File: src/rtl/mem_bus_pkg.sv
// Shared types and defaults for the two-requester memory bus arbiter.
package mem_bus_pkg;

  typedef enum logic [1:0] {
    StIdle  = 2'd0,
    StIssue = 2'd1,
    StWait  = 2'd2,
    StResp  = 2'd3
  } state_e;

  typedef enum logic {
    OwnData  = 1'b0,
    OwnFetch = 1'b1
  } owner_e;

  localparam int unsigned DefMaxDataStreak = 4;
  localparam int unsigned DefTimeout       = 255;

endpackage

File: src/rtl/mem_arb_pick.sv
// Combinational winner select with anti-starvation streak update for fetch vs data.
module mem_arb_pick
  import mem_bus_pkg::*;
#(
  parameter int unsigned MAX_DATA_STREAK = DefMaxDataStreak,
  parameter int unsigned StreakW         = $clog2(MAX_DATA_STREAK + 1)
) (
  input  logic               if_req_i,
  input  logic               d_req_i,
  input  logic [StreakW-1:0] streak_q_i,
  output logic               grant_o,
  output owner_e             owner_o,
  output logic [StreakW-1:0] streak_d_o
);

  logic streak_full;
  assign streak_full = (streak_q_i == StreakW'(MAX_DATA_STREAK));

  always_comb begin
    grant_o    = if_req_i | d_req_i;
    owner_o    = OwnData;
    streak_d_o = streak_q_i;
    if (if_req_i && (!d_req_i || streak_full)) begin
      owner_o    = OwnFetch;
      streak_d_o = '0;
    end else if (d_req_i) begin
      owner_o = OwnData;
      // Only data wins that starve a waiting fetch count towards the streak.
      if (if_req_i) begin
        streak_d_o = streak_full ? streak_q_i : streak_q_i + StreakW'(1);
      end else begin
        streak_d_o = '0;
      end
    end
  end

endmodule

File: src/rtl/mem_bus_arbiter.sv
// Serialises fetch and load/store accesses onto one memory-controller port.
module mem_bus_arbiter
  import mem_bus_pkg::*;
#(
  parameter int unsigned MAX_DATA_STREAK = DefMaxDataStreak,
  parameter int unsigned TIMEOUT         = DefTimeout
) (
  input  logic        clk,
  input  logic        rst,
  input  logic        if_req,
  input  logic [31:0] if_addr,
  output logic        if_ack,
  output logic [31:0] if_rdata,
  output logic        if_err,
  input  logic        d_req,
  input  logic        d_we,
  input  logic [31:0] d_addr,
  input  logic [31:0] d_wdata,
  output logic        d_ack,
  output logic [31:0] d_rdata,
  output logic        d_err,
  output logic        mem_valid,
  output logic        mem_write,
  output logic [31:0] mem_addr,
  output logic [31:0] mem_wdata,
  input  logic [31:0] mem_rdata,
  input  logic        mem_error,
  input  logic        mem_busy
);

  localparam int unsigned StreakW = $clog2(MAX_DATA_STREAK + 1);
  localparam int unsigned TmoW    = $clog2(TIMEOUT + 1);

  state_e             state_q;
  owner_e             owner_q, pick_owner;
  logic               pick_grant;
  logic [StreakW-1:0] streak_q, streak_d;
  logic [TmoW-1:0]    tmo_q;
  logic               mem_valid_q, mem_write_q, ack_q, rsp_err_q;
  logic [31:0]        mem_addr_q, mem_wdata_q, rsp_rdata_q;

  mem_arb_pick #(
    .MAX_DATA_STREAK(MAX_DATA_STREAK),
    .StreakW        (StreakW)
  ) u_pick (
    .if_req_i  (if_req),
    .d_req_i   (d_req),
    .streak_q_i(streak_q),
    .grant_o   (pick_grant),
    .owner_o   (pick_owner),
    .streak_d_o(streak_d)
  );

  always_ff @(posedge clk) begin
    if (rst) begin
      state_q     <= StIdle;
      owner_q     <= OwnData;
      streak_q    <= '0;
      tmo_q       <= '0;
      mem_valid_q <= 1'b0;
      mem_write_q <= 1'b0;
      mem_addr_q  <= '0;
      mem_wdata_q <= '0;
      ack_q       <= 1'b0;
      rsp_err_q   <= 1'b0;
      rsp_rdata_q <= '0;
    end else begin
      unique case (state_q)
        StIdle: begin
          if (pick_grant) begin
            state_q     <= StIssue;
            owner_q     <= pick_owner;
            streak_q    <= streak_d;
            mem_valid_q <= 1'b1;
            if (pick_owner == OwnFetch) begin
              mem_write_q <= 1'b0;
              mem_addr_q  <= if_addr;
              mem_wdata_q <= '0;
            end else begin
              mem_write_q <= d_we;
              mem_addr_q  <= d_addr;
              mem_wdata_q <= d_wdata;
            end
          end
        end
        StIssue: state_q <= StWait;
        StWait: begin
          if (!mem_busy || (tmo_q == TmoW'(TIMEOUT - 1))) begin
            state_q     <= StResp;
            ack_q       <= 1'b1;
            // A timed-out access reports an error with no data.
            rsp_err_q   <= mem_busy ? 1'b1 : mem_error;
            rsp_rdata_q <= (mem_busy || mem_write_q) ? '0 : mem_rdata;
            mem_valid_q <= 1'b0;
            mem_write_q <= 1'b0;
            mem_addr_q  <= '0;
            mem_wdata_q <= '0;
          end else begin
            tmo_q <= tmo_q + TmoW'(1);
          end
        end
        StResp: begin
          state_q     <= StIdle;
          ack_q       <= 1'b0;
          rsp_err_q   <= 1'b0;
          rsp_rdata_q <= '0;
          tmo_q       <= '0;
        end
        default: state_q <= StIdle;
      endcase
    end
  end

  assign mem_valid = mem_valid_q;
  assign mem_write = mem_write_q;
  assign mem_addr  = mem_addr_q;
  assign mem_wdata = mem_wdata_q;

  assign if_ack   = ack_q && (owner_q == OwnFetch);
  assign d_ack    = ack_q && (owner_q == OwnData);
  assign if_rdata = if_ack ? rsp_rdata_q : '0;
  assign d_rdata  = d_ack ? rsp_rdata_q : '0;
  assign if_err   = if_ack & rsp_err_q;
  assign d_err    = d_ack & rsp_err_q;

endmodule

File: config.mk
export PLATFORM = sky130hd
export DESIGN_NAME = mem_bus_arbiter
export DESIGN_NICKNAME = d
export VERILOG_FILES = /design/src/rtl/mem_bus_pkg.sv /design/src/rtl/mem_arb_pick.sv /design/src/rtl/mem_bus_arbiter.sv
export SDC_FILE = /design/constraint.sdc
export NUM_CORES = 1
export LEC_CHECK = 0
export CAP_MARGIN = 10
export CELL_PAD_IN_SITES_DETAIL_PLACEMENT = 0
export CELL_PAD_IN_SITES_GLOBAL_PLACEMENT = 1
export CORE_MARGIN = 5
export CORE_UTILIZATION = 25
export CTS_BUF_LIST = sky130_fd_sc_hd__clkbuf_4 sky130_fd_sc_hd__clkbuf_8 sky130_fd_sc_hd__clkbuf_16
export DETAILED_ROUTE_END_ITERATION = 8
export PLACE_DENSITY_LB_ADDON = 0.1
export SYNTH_ARGS = -nofsm -noshare
export SYNTH_HDL_FRONTEND = slang
export SYNTH_HIERARCHICAL = 1
export SYNTH_SLANG_ARGS = --single-unit
File: constraint.sdc
create_clock -name clk -period 1.9 [get_ports clk]
set_input_delay 0.38 -clock clk [delete_from_list [all_inputs] [get_ports clk]]
set_output_delay 0.38 -clock clk [all_outputs]
set_load 0.005 [all_outputs]
==> impl_metrics.csv <==
group,metric,value,unit
logic_synthesis,ys_seq_elements,114,
global_route,grt_util_met3,0.0600,
place,hpwl,12.1,mm
global_route,antenna_found_initial,0,
global_route,grt_max_degree,36,
route,avgRoutedWirePerCell,17.5,um
clocking,clkTransAtPathRegs,0.06,ns
floorplanning,io_pins,269,
global_route,track_usage,0.149,
clocking,cts-hold-fix-buffers,0,
layout,nets,897,
worst_hold_path,hp-class,"register to register",
setup_path,end_kind,"output port",
setup_path,crit_fanout,4,
timing,fmax,498,MHz
power_and_ir_drop,power_per_cell_area,1080,nW/um^2
clocking,clock_path_buffers,2,
logic_synthesis,synth_edf_count,0,
logic_synthesis,seq_area_frac_synth,0.478,
layout,area_growth_syn_to_layout,85.1,%
clocking,numCtsBuffers,17,
logic_synthesis,synthCells,458,
logic_synthesis,yosys_most_used_dff,"dfxtp_1",
floorplanning,dieArea,21900,um^2
layout,num_antenna_cells,0,
clocking,root_buffer,"clkbuf_16",
place,dp_cells,950,
place,routabilityCongestion,0.727,
floorplanning,dieWidth,148,um
global_route,grt_util_met2,0.248,
route,dr.pass1.iters,4,
timing,worstMarginPinSlew,0.330,ns
logic_synthesis,syn-mean-instance-area,10.4,um^2
logic_synthesis,yosysWarnings,6,
route,drt_iter0_markers,154,
global_route,busiest_layer,"met2",
setup_path,worst_setup_path_start_kind,"register",
timing,setup_violations,18,
timing,timing.final.crit_share,1.06,
timing,hold_viol_final,0,
timing,slew_violations,0,
timing,rsz0062_at_grt,"yes",
clocking,htreeDepth,4,
route,ant_nets,0,
logic_synthesis,async_reset_ff_frac,0,
global_route,use_met1,0.175,
run_status,violations,"negative setup slack",
global_route,grt_pass1_wl,26.3,mm
timing,fin_skew,0.00824,ns
route,routed_wl,17.5,mm
logic_synthesis,netlist_area,4770,um^2
power_and_ir_drop,power.leakage,4.15,nW
timing,timing.final.crit_period,2.01,ns
global_route,grt_overflow,0,
clocking,tritoncts,"built",
route,vias_per_cell,4.66,
floorplanning,start_util,0.254,
place,placed_area,7900,um^2
logic_synthesis,syn_nets,601,
floorplanning,fp.coreArea,18800,um^2
layout,final_area,8830,um^2
layout,final-instance-count-excl-fill,1001,
flow_run,maxCapViolCount,0,
floorplanning,dieHeight,148,um
power_and_ir_drop,max-vdd-ir-drop,0.000651,V
global_route,grt_pass1_vias,4998,
place,port_buffers,268,
timing,worst_slack,-0.107,ns
floorplanning,row_count,50,
clocking,numClockSinks,114,
setup_path,critPathArrivalTime,1.63,ns
route,vias,4669,
setup_path,cp.required,1.52,ns
timing,slew_headroom,0.779,
route,drc_errors,0,
logic_synthesis,yosysUniqueCellTypes,47,
run_status,outcome,"complete, but fails checks",
place,place_ws,-0.165,ns
setup_path,criticalPathCategory,"register to output port",
layout,drive_above_1_share,0.189,
clocking,clock_latency,0.41,ns
==> metrics by stage <==
step           hold slack [ns]  utilization  power, mW  setup TNS (ns)
2_1_floorplan            0.438            -       4.46               0
3_3_place_gp             0.445        0.421       6.14           -8.27
3_5_place_dp             0.450        0.421       6.16           -8.35
4_1_cts                  0.463        0.459       9.55           -6.91
5_1_grt                  0.480        0.470       10.0           -2.53
6_report                 0.460        0.470       9.50          -0.708
==> critical path, stage by stage, from the launching register on <==
cell and delay, ns:
dfxtp_4 0.38, nor2b_4 0.21, buf_6 0.14, buf_16 0.11
buf_6 0.10, buf_6 0.08, and2_4 0.13, buf_6 0.08
==> Yosys cell counts, types with 2 or more instances <==
cell | number | share of area
o2bb2ai_1 | 33 | 0.061
o21ai_0 | 5 | 0.0052
mux2i_1 | 32 | 0.067
nand2_1 | 10 | 0.0079
clkbuf_1 | 20 | 0.016
a22o_1 | 65 | 0.12
buf_6 | 3 | 0.0071
dfxtp_1 | 114 | 0.48
o211ai_1 | 3 | 0.0047
o32ai_1 | 2 | 0.0037
a32o_1 | 2 | 0.0042
inv_1 | 13 | 0.010
and3_1 | 35 | 0.046
a31oi_1 | 4 | 0.0052
ha_1 | 8 | 0.021
nor2_1 | 9 | 0.0071
nand2b_1 | 3 | 0.0039
and2_1 | 34 | 0.045
buf_2 | 12 | 0.013
nor3_1 | 3 | 0.0031
nand4_1 | 3 | 0.0039
a211o_1 | 2 | 0.0037
nand3_1 | 9 | 0.0094
a21oi_1 | 9 | 0.0094
a21oi_2 | 2 | 0.0037
nor3b_1 | 2 | 0.0031
==> final timing paths <==
path | slack (ns) | depth (start not counted) | endpoint | start
min reg2reg | 0.46 | 1 | mem_addr[12] | mem_addr[12]
max | -0.11 | 7 | d_rdata[20] | ack_q
min | 0.46 | 1 | mem_addr[12] | mem_addr[12]
max reg2reg | 0.13 | 9 | mem_wdata[21] | streak_q[1]
==> layout by cell type, fill, tap and decap left out, types with 3 or more instances in the layout <==
master           Yosys  routed
nand3_1              9       9
and2_1              34      17
clkbuf_2             1       8
nand2_1             10       9
buf_12               0       9
clkinv_2             0       6
o21ai_0              5       5
nor2_1               9       9
a31oi_1              4       4
dlymetal6s2s_1       0      32
a21oi_1              9       9
buf_2               12       9
clkdlybuf4s50_1      0     202
clkbuf_16            0      20
inv_1               13      13
buf_6                3      21
clkbuf_4             0       3
clkinvlp_4           0       3
ha_1                 8       7
o211ai_1             3       3
mux2i_1             32      32
o2bb2ai_1           33      33
a22o_1              65      65
nand4_1              3       3
nor3_1               3       3
dfxtp_1            114     111
and2_4               0      17
buf_4                1      25
buf_8                0       3
and3_1              35      35
==> cell type report <==
type                            instances  area, um^2
Clock inverter                         11         113
Tap cell                              234         293
Inverter                               13        48.8
Multi-Input combinational cell        293        2340
Clock buffer                           21         462
Fill cell                            1733        9940
Timing Repair Buffer                  315        3280
Sequential cell                       114        2290
==> power by group <==
part | switching (mW) | internal (mW)
combinational | 1.36 | 1.84
clock | 1.11 | 1.99
sequential | 0.310 | 2.90
total | 2.78 | 6.73
==> cells by family after synthesis <==
group	synth area share
muxes	0.0672
DFF	0.478
buffers and inverters	0.0491
and+or+nand+nor	0.150
adders and majority gates	0.0210
AOI/OAI and AO/OA	0.234
==> registers in the layout, indices dropped and copies added (netlist names) <==
| signal | count |
|---|---|
| mem_wdata | 32 |
| mem_addr | 32 |
| rsp_err_q | 1 |
| ack_q | 1 |
| tmo_q | 8 |
| owner_q | 1 |
| rsp_rdata_q | 32 |
| mem_write | 1 |
| streak_q | 3 |
| state_q | 2 |
| mem_valid | 1 |
==> layer usage <==
layer / vias to the layer above / routed length [um]
met1: 2150 / 7230
met5: - / 0
met4: 0 / 313
met2: 195 / 8320
met3: 18 / 1650
li1: 2306 / -
==> timing repair <==
action / CTS / global route
pin swaps: 5 / 2
buffers inserted: 12 / 8
endpoints found under the setup margin: 72 / 74
endpoints found under the hold margin: 0 / 0
gates resized for setup: 122 / 100
cloned: 3 / 3
(Power assumes the default switching activity.)
